===== src/rtl/reg_write_arbiter_pkg.sv =====
// Shared widths and FSM state encoding for the register write arbiter.
package reg_write_arbiter_pkg;

    localparam int unsigned DATA_W     = 8;
    localparam int unsigned DEF_ADDR_W = 3;

    typedef enum logic [0:0] {
        ST_IDLE  = 1'b0,
        ST_WRITE = 1'b1
    } state_t;

endpackage


===== src/rtl/reg_write_arbiter_reg_bank.sv =====
// Register bank: NUM_REGS x DATA_W registers, per-register write enable,
// shared write data, combinational read mux (zero for out-of-range reads).
module reg_bank
    import reg_write_arbiter_pkg::*;
#(
    parameter int unsigned NUM_REGS = 6,
    parameter int unsigned ADDR_W   = DEF_ADDR_W
) (
    input  logic                clk,
    input  logic                rst,
    input  logic [NUM_REGS-1:0] we,
    input  logic [DATA_W-1:0]   wd,
    input  logic [ADDR_W-1:0]   rd_addr,
    output logic [DATA_W-1:0]   rd_data
);

    logic [DATA_W-1:0] regs [NUM_REGS];

    always_ff @(posedge clk or posedge rst) begin
        if (rst) begin
            for (int unsigned i = 0; i < NUM_REGS; i++) begin
                regs[i] <= '0;
            end
        end else begin
            for (int unsigned i = 0; i < NUM_REGS; i++) begin
                if (we[i]) begin
                    regs[i] <= wd;
                end
            end
        end
    end

    // Decoded read mux; addresses with no matching register read as zero.
    always_comb begin
        rd_data = '0;
        for (int unsigned i = 0; i < NUM_REGS; i++) begin
            if (rd_addr == ADDR_W'(i)) begin
                rd_data = regs[i];
            end
        end
    end

endmodule


===== src/rtl/reg_write_arbiter.sv =====
// Round-robin arbiter granting one write requester at a time into a shared
// register bank; one write every two cycles, registered grant/strobe outputs.
module reg_write_arbiter
    import reg_write_arbiter_pkg::*;
#(
    parameter int unsigned NUM_REQ  = 4,
    parameter int unsigned NUM_REGS = 6,
    parameter int unsigned ADDR_W   = DEF_ADDR_W
) (
    input  logic                        CLK,
    input  logic                        RST,
    input  logic [NUM_REQ-1:0]          REQ,
    input  logic [NUM_REQ*ADDR_W-1:0]   ADDR,
    input  logic [NUM_REQ*DATA_W-1:0]   WDATA,
    output logic [NUM_REQ-1:0]          GNT,
    output logic [NUM_REGS-1:0]         WE,
    output logic [DATA_W-1:0]           WD,
    output logic                        ERR,
    output logic                        BUSY,
    input  logic [ADDR_W-1:0]           RD_ADDR,
    output logic [DATA_W-1:0]           RD_DATA
);

    localparam int unsigned PTR_W = $clog2(NUM_REQ);

    state_t              state_q, state_d;
    logic [PTR_W-1:0]    ptr_q, ptr_d;
    logic [PTR_W-1:0]    idx_q, idx_d;
    logic [NUM_REQ-1:0]  gnt_q, gnt_d;
    logic [NUM_REGS-1:0] we_q, we_d;
    logic [DATA_W-1:0]   wd_q, wd_d;
    logic                err_q, err_d;
    logic                busy_q, busy_d;

    logic                found;
    logic [PTR_W-1:0]    win;
    logic [PTR_W-1:0]    cand;
    logic [ADDR_W-1:0]   addr_sel;
    logic [DATA_W-1:0]   data_sel;

    always_ff @(posedge CLK or posedge RST) begin
        if (RST) begin
            state_q <= ST_IDLE;
            ptr_q   <= '0;
            idx_q   <= '0;
            gnt_q   <= '0;
            we_q    <= '0;
            wd_q    <= '0;
            err_q   <= 1'b0;
            busy_q  <= 1'b0;
        end else begin
            state_q <= state_d;
            ptr_q   <= ptr_d;
            idx_q   <= idx_d;
            gnt_q   <= gnt_d;
            we_q    <= we_d;
            wd_q    <= wd_d;
            err_q   <= err_d;
            busy_q  <= busy_d;
        end
    end

    // Next state plus the values the outputs take during the following cycle.
    always_comb begin
        state_d  = state_q;
        ptr_d    = ptr_q;
        idx_d    = idx_q;
        gnt_d    = '0;
        we_d     = '0;
        wd_d     = '0;
        err_d    = 1'b0;
        busy_d   = 1'b0;
        found    = 1'b0;
        win      = '0;
        cand     = '0;
        addr_sel = '0;
        data_sel = '0;

        case (state_q)
            ST_IDLE: begin
                // First requester at or above the pointer, wrapping around.
                for (int unsigned i = 0; i < NUM_REQ; i++) begin
                    cand = PTR_W'((32'(ptr_q) + i) % NUM_REQ);
                    if (!found && REQ[cand]) begin
                        found = 1'b1;
                        win   = cand;
                    end
                end
                for (int unsigned k = 0; k < NUM_REQ; k++) begin
                    if (win == PTR_W'(k)) begin
                        addr_sel = ADDR[k*ADDR_W +: ADDR_W];
                        data_sel = WDATA[k*DATA_W +: DATA_W];
                    end
                end
                if (found) begin
                    state_d = ST_WRITE;
                    idx_d   = win;
                    gnt_d   = NUM_REQ'(1) << win;
                    for (int unsigned r = 0; r < NUM_REGS; r++) begin
                        we_d[r] = (addr_sel == ADDR_W'(r));
                    end
                    wd_d    = data_sel;
                    err_d   = (32'(addr_sel) >= NUM_REGS);
                    busy_d  = 1'b1;
                end
            end
            ST_WRITE: begin
                state_d = ST_IDLE;
                if (32'(idx_q) == NUM_REQ - 1) begin
                    ptr_d = '0;
                end else begin
                    ptr_d = idx_q + PTR_W'(1);
                end
            end
            default: begin
                state_d = ST_IDLE;
            end
        endcase
    end

    assign GNT  = gnt_q;
    assign WE   = we_q;
    assign WD   = wd_q;
    assign ERR  = err_q;
    assign BUSY = busy_q;

    reg_bank #(
        .NUM_REGS (NUM_REGS),
        .ADDR_W   (ADDR_W)
    ) u_bank (
        .clk     (CLK),
        .rst     (RST),
        .we      (we_q),
        .wd      (wd_q),
        .rd_addr (RD_ADDR),
        .rd_data (RD_DATA)
    );

endmodule


===== config.mk =====
export PLATFORM = sky130hd
export DESIGN_NAME = reg_write_arbiter
export DESIGN_NICKNAME = d
export VERILOG_FILES = /design/src/rtl/reg_write_arbiter_pkg.sv /design/src/rtl/reg_write_arbiter_reg_bank.sv /design/src/rtl/reg_write_arbiter.sv
export SDC_FILE = /design/constraint.sdc
export NUM_CORES = 1
export LEC_CHECK = 0
export CAP_MARGIN = 20
export CORE_AREA = 2 2 87 89
export DETAILED_ROUTE_END_ITERATION = 8
export DIE_AREA = 0 0 89 91
export PLACE_DENSITY = 0.9
export REMOVE_ABC_BUFFERS = 1
export SKIP_LAST_GASP = 1
export SLEW_MARGIN = 5
export SYNTH_ARGS = -nofsm -noshare
export SYNTH_HDL_FRONTEND = slang
export SYNTH_SLANG_ARGS = --single-unit

===== constraint.sdc =====
create_clock -name CLK -period 3.2 [get_ports CLK]
set_clock_uncertainty 0.15 [all_clocks]
set_input_delay 0.48 -clock CLK [delete_from_list [all_inputs] [get_ports CLK]]
set_output_delay 0.48 -clock CLK [all_outputs]
set_load 0.01 [all_outputs]

== Yosys cells after proc, flatten, opt, wreduce, memory -nomap -nowiden ==
Index checks and enable logic that the tools add are counted.
Storage, ports and cells
  register bits after elaboration: 73
  bits of input ports: 53
  output and inout port bits: 28
  word-level logic and storage cells: 97
Operators by class
  add/subtract/negate cells: 4
  order comparisons: 5
  eq/ne operators: 14
  shifts and indexed selects: 1
  multiplexer cells: 48
  bitwise logic cells: 1
  reduce and logical (&&, ||, !) cells: 10
Operators by type and width (count)
  $mux W8: 12
  $mux W1: 16
  $mux W3: 5
  $eq A3 B2 Y1 const B: 4
  $eq A3 B3 Y1 const B: 4
  $lt A2 B3 Y1 const B: 4
  $mux W2: 6
  $mux W6: 2
  $bmux W1 S2: 4
  $mux W4: 2
  $eq A2 B2 Y1 const B: 3
  $eq A3 B1 Y1 const B: 2
  $logic_not A3 Y1: 2
  $add A2 B1 Y2 const B: 2
  $add A2 B2 Y2 const B: 2
  $shl A1 B2 Y4 const A: 1
  $ge A3 B3 Y1 const B: 1
  $logic_and A1 B1 Y1: 3
  $logic_not A1 Y1: 3
  $eq A2 B1 Y1 const B: 1
  $logic_not A2 Y1: 1
  $pmux W1 S2: 1
  $reduce_and A2 Y1: 1
  $not A1 Y1: 1

== Logic depth before layout (Yosys ltp) ==
Gate-level depths: netlist of run 1.
  depth after elaboration: 25
  mapped depth: 8
  depth with buffers taken out: 6

== Hierarchy ==
Synthesis of run 1 repeated with hierarchy kept, for this count alone.
Unflattened totals
  cells, all modules: 262
  area, all modules: 3559.7 µm²
Modules (own cells, without submodules)
  reg_bank: instances 1, cells an instance 153, area each 2258.4 µm², sequential area each 1201.2 µm²
  reg_write_arbiter: instances 1, cells an instance 109, area each 1301.2 µm², sequential area each 600.6 µm²

== Least setup slack after synthesis of run 1 ==
No wires, ideal clock.
  path kind: input -> register
  start point: in REQ[2]
  end point: reg we_q[1], in the netlist WE[1]
  library setup time: 0.086 ns
  arrival time: 1.906 ns
  data required time: 2.964 ns
  path slack: 1.058 ns
  cell stages on the path: 6
  buffers on the path: 0
  cell sequence: nor2b_1 o21a_1 nor3_4 mux2_2 mux2_2 nor3_1
On the way
  word-level cells in the longest chain between the ends: 25
  elaborated cells on any way between the ends: 39
  those cells by class: eq/ne (4); mux (28); reduce/logical (7)
RTL lines
  start, declared: line reg_write_arbiter.sv:12  | input logic [NUM_REQ-1:0] REQ,
  $bmux W1 S2: line reg_write_arbiter.sv:84  | if (!found && REQ[cand]) begin
  $mux W1 (not written as such): line reg_write_arbiter.sv:84
  $mux W1: line reg_write_arbiter.sv:84
  $mux W1: line reg_write_arbiter.sv:79  | case (state_q)
  $logic_not A1 Y1: line reg_write_arbiter.sv:84
  $logic_and A1 B1 Y1: line reg_write_arbiter.sv:84
  $mux W1: line reg_write_arbiter.sv:84
  $mux W1: line reg_write_arbiter.sv:79
  [... 7 more ...]
  $mux W2: line reg_write_arbiter.sv:79
  $logic_not A2 Y1: line reg_write_arbiter.sv:90  | if (win == PTR_W'(k)) begin
  $mux W3 (4 in a row): line reg_write_arbiter.sv:90
  $mux W3: line reg_write_arbiter.sv:79
  $eq A3 B1 Y1: line reg_write_arbiter.sv:100  | we_d[r] = (addr_sel == ADDR_W'(r));
  $mux W6 *: line reg_write_arbiter.sv:95  | if (found) begin
  $mux W6 *: line reg_write_arbiter.sv:79
  net we_d[1]: line reg_write_arbiter.sv:30  | logic [NUM_REGS-1:0] we_q, we_d;
  end signal, assigned: line reg_write_arbiter.sv:56  | we_q <= we_d;
  end, declared: line reg_write_arbiter.sv:30
Mark *: on every way through the listed nets, which the timed path passes. The rest lies on a longest branch. The select of a mux whose other input is x is not followed.
A chain may end at the register's enable or synchronous reset.

== Final worst setup path of run 1 ==
  start point: in RD_ADDR[1]
  end point: out RD_DATA[1]
On the way
  word-level cells in the longest chain between the ends: 7
  elaborated cells on any way between the ends: 12
  those cells by class: eq/ne (5); mux (6); reduce/logical (1)
RTL lines
  start, declared: line reg_write_arbiter.sv:20  | input logic [ADDR_W-1:0] RD_ADDR,
  $logic_not A3 Y1: line reg_write_arbiter_reg_bank.sv:37  | if (rd_addr == ADDR_W'(i)) begin
  $mux W8 (5 in a row): line reg_write_arbiter_reg_bank.sv:37
  $mux W8 *: line reg_write_arbiter_reg_bank.sv:37
  end, declared: line reg_write_arbiter.sv:21  | output logic [DATA_W-1:0] RD_DATA
Every way passes the cells marked *; elsewhere a longest branch is shown, timed or not.

==> qor.yml, run 1 <==
status:
  status: "finished, final reports clean"
grt:
  grtUsageTotal: 0.200
  antenna_found_initial: 0
  grt_max_degree: 31
  overflow: 0
  grt_pass1_vias: 2602
  grt_pass1_wl_mm: 12.4
sta:
  slew_headroom: 0.590
  period_share: 0.945
  min_period_ps: 3020
  setup_viol: 0
  tightest_slew_ps: 614
  hold_viol: 0
  fmax_mhz: 331
  rsz0062_at_grt: "false"
  hold_slack_ps: 361
  fin_setup_tns_ps: 0
  drv_slew: 0
synth:
  synth-main-ff-cell: "dfrtp_1"
  ys_async_sr_fraction: 1.00
  syn-cell-area_mm2: 0.00350
  yosysSeqAreaShare: 0.514
  syn_area_per_cell_um2: 12.9
  synth_warnings: 0
  synth_edf_count: 0
  yosysUniqueCellTypes: 32
  synth-seq-cells: 72
  syn_inst: 272
finish:
  utilization: 0.648
  diodes: 0
  final_layout_size_suffix_gt1_frac: 0.287
  syn_to_final_growth_pct: 31.9
  fill_cells: 573
  register_area_mm2: 0.00180
  final-instance-count-excl-fill: 462
  multi_input_area_mm2: 0.00157
  final_net_count: 412
clocking:
  worst_skew_pair.late_latency_ps: 340
  cts_tree: "built"
  cts_buffers: 9
  numClockSinks: 72
  cts_setup_buffers: 0
  holdBufCountCts: 0
  clkSlewWorstSetupHoldPaths_ps: 70
  htree_levels: 3
  clk_path_buf_depth: 2
  clockRootBuffer: "clkbuf_8"
  cts-resized-gates: 0
power:
  max-vdd-ir-drop_mv: 0.340
  switching_share: 0.329
  clkPwrFrac: 0.189
  p_sw_mw: 1.24
  p_leak_nw: 2.01
  pwr-share-comb: 0.384
  seqPwrFrac: 0.427
  powerDensity_mw_per_mm2: 813
  internal_power_mw: 2.52
worst_setup_path:
  critPathArrivalTime_ps: 2390
  ff2ff_setup_slack_ps: 920
  path_class: "in -> out"
  cp-start-kind: "input pin"
  endpoint_kind: "primary output"
  reg2reg_from: "ptr_q[0]$_DFFE_PP0P_"
  crit_buf_inv: 2
  critical_path_required_ps: 2570
  critPathMaxStageDelay_ps: 600
  r2r_end: "WE[5]$_DFF_PP0_"
  cp_max_fo: 7
  cp_top_family: "buffers and inverters"
  rr_worst_depth: 6
  crit_slowest_cell: "clkdlybuf4s50_1"
  path_cells: "clkdlybuf4s50_1 > nor2b_1 > nor2b_1 > nand2_1 > o221ai_1 > clkdlybuf4s50_1"
floorplan:
  die_width_um: 89
  dieArea_mm2: 0.00810
  core_area_mm2: 0.00714
  die_h_um: 91
  ioPinCount: 81
  rows: 31
  start_util: 0.491
detailed_routing:
  route.detailed.drc: 0
  via_count: 2476
  drtIter0Drc: 93
  wl_mm: 7.68
  antenna_left: 0
  firstDrtPassIters: 4
  avgViaCountPerCell: 5.36
  detail_route.wl_per_cell_um: 16.6
run:
  drv_cap: 0
placement:
  dp.cells: 446
  place_congestion: 0.855
  dp_hpwl_mm: 5.56
  io_buffers: 80
worst_hold_path:
  worstHoldStart: "u_bank.regs[44]$_DFFE_PP0P_"
  min_path_type: "reg -> reg"
  hold_end: "u_bank.regs[44]$_DFFE_PP0P_"
  hold_depth: 1
synth_stat cells, types with 5 or more instances:
| cell | count | area share |
|---|---|---|
| inv_1 | 6 | 0.0064 |
| dfrtp_1 | 72 | 0.51 |
| mux2_2 | 56 | 0.18 |
| clkbuf_1 | 9 | 0.0096 |
| nor2_1 | 14 | 0.015 |
| a211oi_2 | 14 | 0.050 |
| mux2i_1 | 24 | 0.069 |
| a21oi_1 | 6 | 0.0086 |
| nor2b_1 | 12 | 0.021 |
| o221ai_1 | 6 | 0.015 |
| nor3_1 | 7 | 0.010 |
| nand2_1 | 12 | 0.013 |
| buf_2 | 5 | 0.0071 |
worst max path at each step:
stage / start / to / slack [ps] / cells after the start
2_1_floorplan: REQ[2] / WE[1]$_DFF_PP0_ / 340 / 6
4_1_cts: RD_ADDR[1] / RD_DATA[1] / 170 / 6
3_5_place_dp: RD_ADDR[1] / RD_DATA[1] / 180 / 6
3_3_place_gp: RD_ADDR[0] / RD_DATA[3] / 240 / 6
5_1_grt: RD_ADDR[1] / RD_DATA[1] / 70 / 6
6_report: RD_ADDR[1] / RD_DATA[1] / 180 / 6
power by group through the flow:
| stage | combinational [mW] | clock (mW) | sequential (mW) |
|---|---|---|---|
| after global routing | 1.57 | 0.771 | 1.65 |
| after global placement | 1.40 | 0 | 1.59 |
| final | 1.44 | 0.712 | 1.60 |
| after detailed placement | 1.46 | 0 | 1.61 |
| after CTS | 1.46 | 0.722 | 1.60 |
| after floorplan | 0.905 | 0 | 1.55 |
stage by stage:
stage               setup WS (ps)  power (mW)  area (µm²)
floorplan                     336        2.46        3390
global placement              238        2.99        4430
detailed placement            179        3.07        4430
CTS                           171        3.78        4620
global route                 68.9        3.99        4620
finish                        176        3.76        4620
layout make-up:
cell class / instances / share of cell area
clock buffer: 11 / 0.0306
clock inverter: 5 / 0.0122
inverter: 6 / 0.00487
multi-input combinational: 176 / 0.339
sequential: 72 / 0.390
tap: 99 / 0.0268
timing repair buffer: 93 / 0.197
cell families after synthesis:
group           share of synthesized area
compound gates                      0.101
fa+ha+maj                         0.00357
buf+inv                            0.0389
flops                               0.514
mux                                 0.266
simple gates                       0.0764
state kept, by name, indices dropped and copies added (netlist names):
register	flops
BUSY	1
u_bank.regs	48
ERR	1
WD	8
idx_q	2
ptr_q	2
GNT	4
WE	6
metal layers:
metal / track usage / part of all wire / up-vias
met5: 0 / 0 / -
met1: 0.262 / 0.43 / 1239
met4: 0.0697 / 0.011 / 0
li1: - / - / 1152
met2: 0.324 / 0.50 / 76
met3: 0.0473 / 0.060 / 9
placed cells by master, fill, tap and decap left out, types with 2 or more instances in the layout:
master,instances
a211oi_1,2
mux2i_1,24
nor2b_1,12
clkinv_2,2
mux2_2,56
a211oi_2,14
nand2b_1,4
o221ai_1,6
dfrtp_1,72
o22ai_1,2
a31oi_1,3
buf_4,12
inv_1,5
mux4_2,2
nor2_1,14
clkbuf_8,10
nor3_1,7
a21oi_1,6
clkdlybuf4s50_1,80
nand2_1,12
o21ai_0,2
No activity file was read; power rests on OpenSTA's default activity.
==> run 2, diff against run 1 <==
--- a/config.mk
+++ b/config.mk
@@ -6,13 +6,15 @@
 export NUM_CORES = 1
 export LEC_CHECK = 0
 export CAP_MARGIN = 20
-export CORE_AREA = 2 2 87 89
+export CORE_AREA = 2 2 88 90
 export DETAILED_ROUTE_END_ITERATION = 8
-export DIE_AREA = 0 0 89 91
-export PLACE_DENSITY = 0.9
+export DIE_AREA = 0 0 90 92
+export GPL_ROUTABILITY_DRIVEN = 0
+export PLACE_DENSITY = 0.89
 export REMOVE_ABC_BUFFERS = 1
 export SKIP_LAST_GASP = 1
 export SLEW_MARGIN = 5
 export SYNTH_ARGS = -nofsm -noshare
 export SYNTH_HDL_FRONTEND = slang
+export SYNTH_HIERARCHICAL = 1
 export SYNTH_SLANG_ARGS = --single-unit
==> run 2 against run 1 <==
Maximum frequency is 1.7% higher. Area after synthesis is 1.6% higher. Cell count is 2.2% lower. Sequential power hardly changed. Worst setup slack better by 51 ps. Global-route usage is 1.7 points lower. Critical endpoint is now RD_DATA[6].
==> qor.yml, run 2 <==
power:
  internal_power_mw: 2.63
  pwr-share-comb: 0.365
  powerDensity_mw_per_mm2: 809
  p_sw_mw: 1.15
  max-vdd-ir-drop_mv: 0.388
  switching_share: 0.305
  seqPwrFrac: 0.422
  clkPwrFrac: 0.213
  p_leak_nw: 2.09
sta:
  drv_slew: 0
  hold_viol: 0
  setup_viol: 0
  fin_setup_tns_ps: 0
  layout_setup_ws_ps: 227
  fmax_mhz: 336
  tightest_slew_ps: 853
  slew_headroom: 0.431
  rsz0062_at_grt: "false"
  period_share: 0.929
  min_period_ps: 2970
grt:
  overflow: 0
  grt_max_degree: 49
  grtUsageTotal: 0.184
  grt_pass1_wl_mm: 11.9
  antenna_found_initial: 0
  grt_pass1_vias: 2516
synth:
  syn_inst: 262
  yosysMostFrequentCell: "dfrtp_1"
  yosysSeqAreaShare: 0.506
  synth_top_area_cell: "dfrtp_1"
  synth-seq-cells: 72
  syn-cell-area_mm2: 0.00356
  synth_edf_count: 0
  ys_async_sr_fraction: 1.00
  yosysUniqueCellTypes: 36
  ys_top_cells_by_count: "dfrtp_1, mux2_2, mux2i_1"
  synth_warnings: 6
  yosys-top-cells-area: "dfrtp_1, mux2_2, mux2i_1, a211oi_1, a221oi_2"
  synth-main-ff-cell: "dfrtp_1"
  syn_area_per_cell_um2: 13.6
  netlist.area_leader.share: 0.506
floorplan:
  ioPinCount: 81
  start_util: 0.478
  core_area_mm2: 0.00745
  die_width_um: 90
  die_h_um: 92
  dieArea_mm2: 0.00828
  rows: 32
finish:
  final_cell_mix: "clkdlybuf4s50_1, dfrtp_1, mux2_2"
  multi_input_area_mm2: 0.00161
  largest_register_ffs: 48
  syn_to_final_growth_pct: 31.3
  diodes: 0
  utilization: 0.628
  layout_commonest_cell: "clkdlybuf4s50_1"
  fill_cells: 571
  largest_register: "u_bank/regs"
  final_net_count: 399
  final_layout_size_suffix_gt1_frac: 0.266
  final-instance-count-excl-fill: 452
  register_area_mm2: 0.00180
detailed_routing:
  avgViaCountPerCell: 5.37
  route.detailed.drc: 0
  wl_mm: 7.24
  detail_route.wl_per_cell_um: 16.0
  via_count: 2428
  drtIter0Drc: 100
  antenna_left: 0
  firstDrtPassIters: 4
worst_setup_path:
  cp_max_fo: 24
  cp-start-kind: "input pin"
  critPathArrivalTime_ps: 2340
  ff2ff_setup_slack_ps: 890
  path_class: "in -> out"
  endpoint_kind: "primary output"
  critical_path_required_ps: 2570
  rr_worst_depth: 5
clocking:
  worst_skew_pair.late_latency_ps: 330
  numClockSinks: 72
  clkSlewWorstSetupHoldPaths_ps: 60
  holdBufCountCts: 0
  cts_buffers: 9
  htree_levels: 3
  clk_path_buf_depth: 2
  cts_tree: "built"
  cts-resized-gates: 0
  cts_setup_buffers: 0
  clockRootBuffer: "clkbuf_8"
placement:
  dp.cells: 436
  dp_hpwl_mm: 5.27
  io_buffers: 80
  pre_cts_slack_ps: 227
worst_hold_path:
  min_path_type: "reg -> reg"
  hold_depth: 1
status:
  status: "finished, final reports clean"
run:
  drv_cap: 0
[run 2: changes by cell type after synthesis, moves of 6 or more]
| cell | before | now |
|---|---|---|
| nor2_1 | 14 | 8 |
| a211oi_2 | 14 | 0 |
| mux2i_1 | 24 | 37 |
| clkbuf_1 | 9 | 3 |
| nand2_1 | 12 | 4 |
| a221oi_2 | 0 | 6 |
| a211oi_1 | 2 | 16 |
| o221ai_1 | 6 | 0 |
[run 2: kinds of logic (layout without fill, tap and decap cells)]
kind of cell,after synthesis,count (layout),share of synthesized area
flip-flops,72,72,0.506
AND/OR/NAND/NOR,37,37,0.0629
multiplexers,94,94,0.288
buffers and inverters,22,110,0.0418
AO/OA/AOI/OAI,36,36,0.0981
adder cells (fa/ha/maj),1,1,0.00351
[run 2: critical path, cell delays in order]
cell,delay [ps]
clkdlybuf4s50_1,510
buf_12,210
mux2_2,350
a211o_1,300
clkdlybuf4s50_1,480
[run 2: cell type report]
class | instances | area share
clock inverters | 2 | 0.0128
flip-flops and latches | 72 | 0.385
well taps | 102 | 0.0273
multi-input cells | 168 | 0.344
repair buffers | 90 | 0.190
clock buffers | 14 | 0.0369
inverters | 4 | 0.00321
[run 2: metal layers]
metal	global-route usage	share of wire	vias to the layer above
met4	0.0718	0.017	0
met5	0	0	-
met3	0.0575	0.068	12
met1	0.226	0.42	1212
li1	-	-	1130
met2	0.303	0.50	74
[run 2: final timing paths]
| kind | start | endpoint |
|---|---|---|
| max in group asynchronous | RST | WD[4]$_DFF_PP0_ |
| min | u_bank/regs[13]$_DFFE_PP0P_ | u_bank/regs[13]$_DFFE_PP0P_ |
| max | RD_ADDR[0] | RD_DATA[6] |
| max reg2reg | ptr_q[1]$_DFFE_PP0P_ | WE[4]$_DFF_PP0_ |
| min in group asynchronous | RST | u_bank/regs[45]$_DFFE_PP0P_ |
| min reg2reg | u_bank/regs[13]$_DFFE_PP0P_ | u_bank/regs[13]$_DFFE_PP0P_ |
[run 2: through the flow]
step                      instance area (µm²)  power (mW)  hold slack [ps]
after global placement                   4440        2.91              338
after global routing                     4670        4.01              367
after floorplan                          3430        2.43              325
final                                    4670        3.78              357
after CTS                                4670        3.81              360
after detailed placement                 4440        2.99              345
[run 2: power groups by stage]
| stage | Combinational, mW | Clock, mW | Sequential (mW) |
|---|---|---|---|
| after global routing | 1.50 | 0.866 | 1.65 |
| after global placement | 1.33 | 0 | 1.58 |
| final | 1.38 | 0.806 | 1.60 |
| after CTS | 1.39 | 0.825 | 1.59 |
| after detailed placement | 1.38 | 0 | 1.61 |
| after floorplan | 0.886 | 0 | 1.54 |
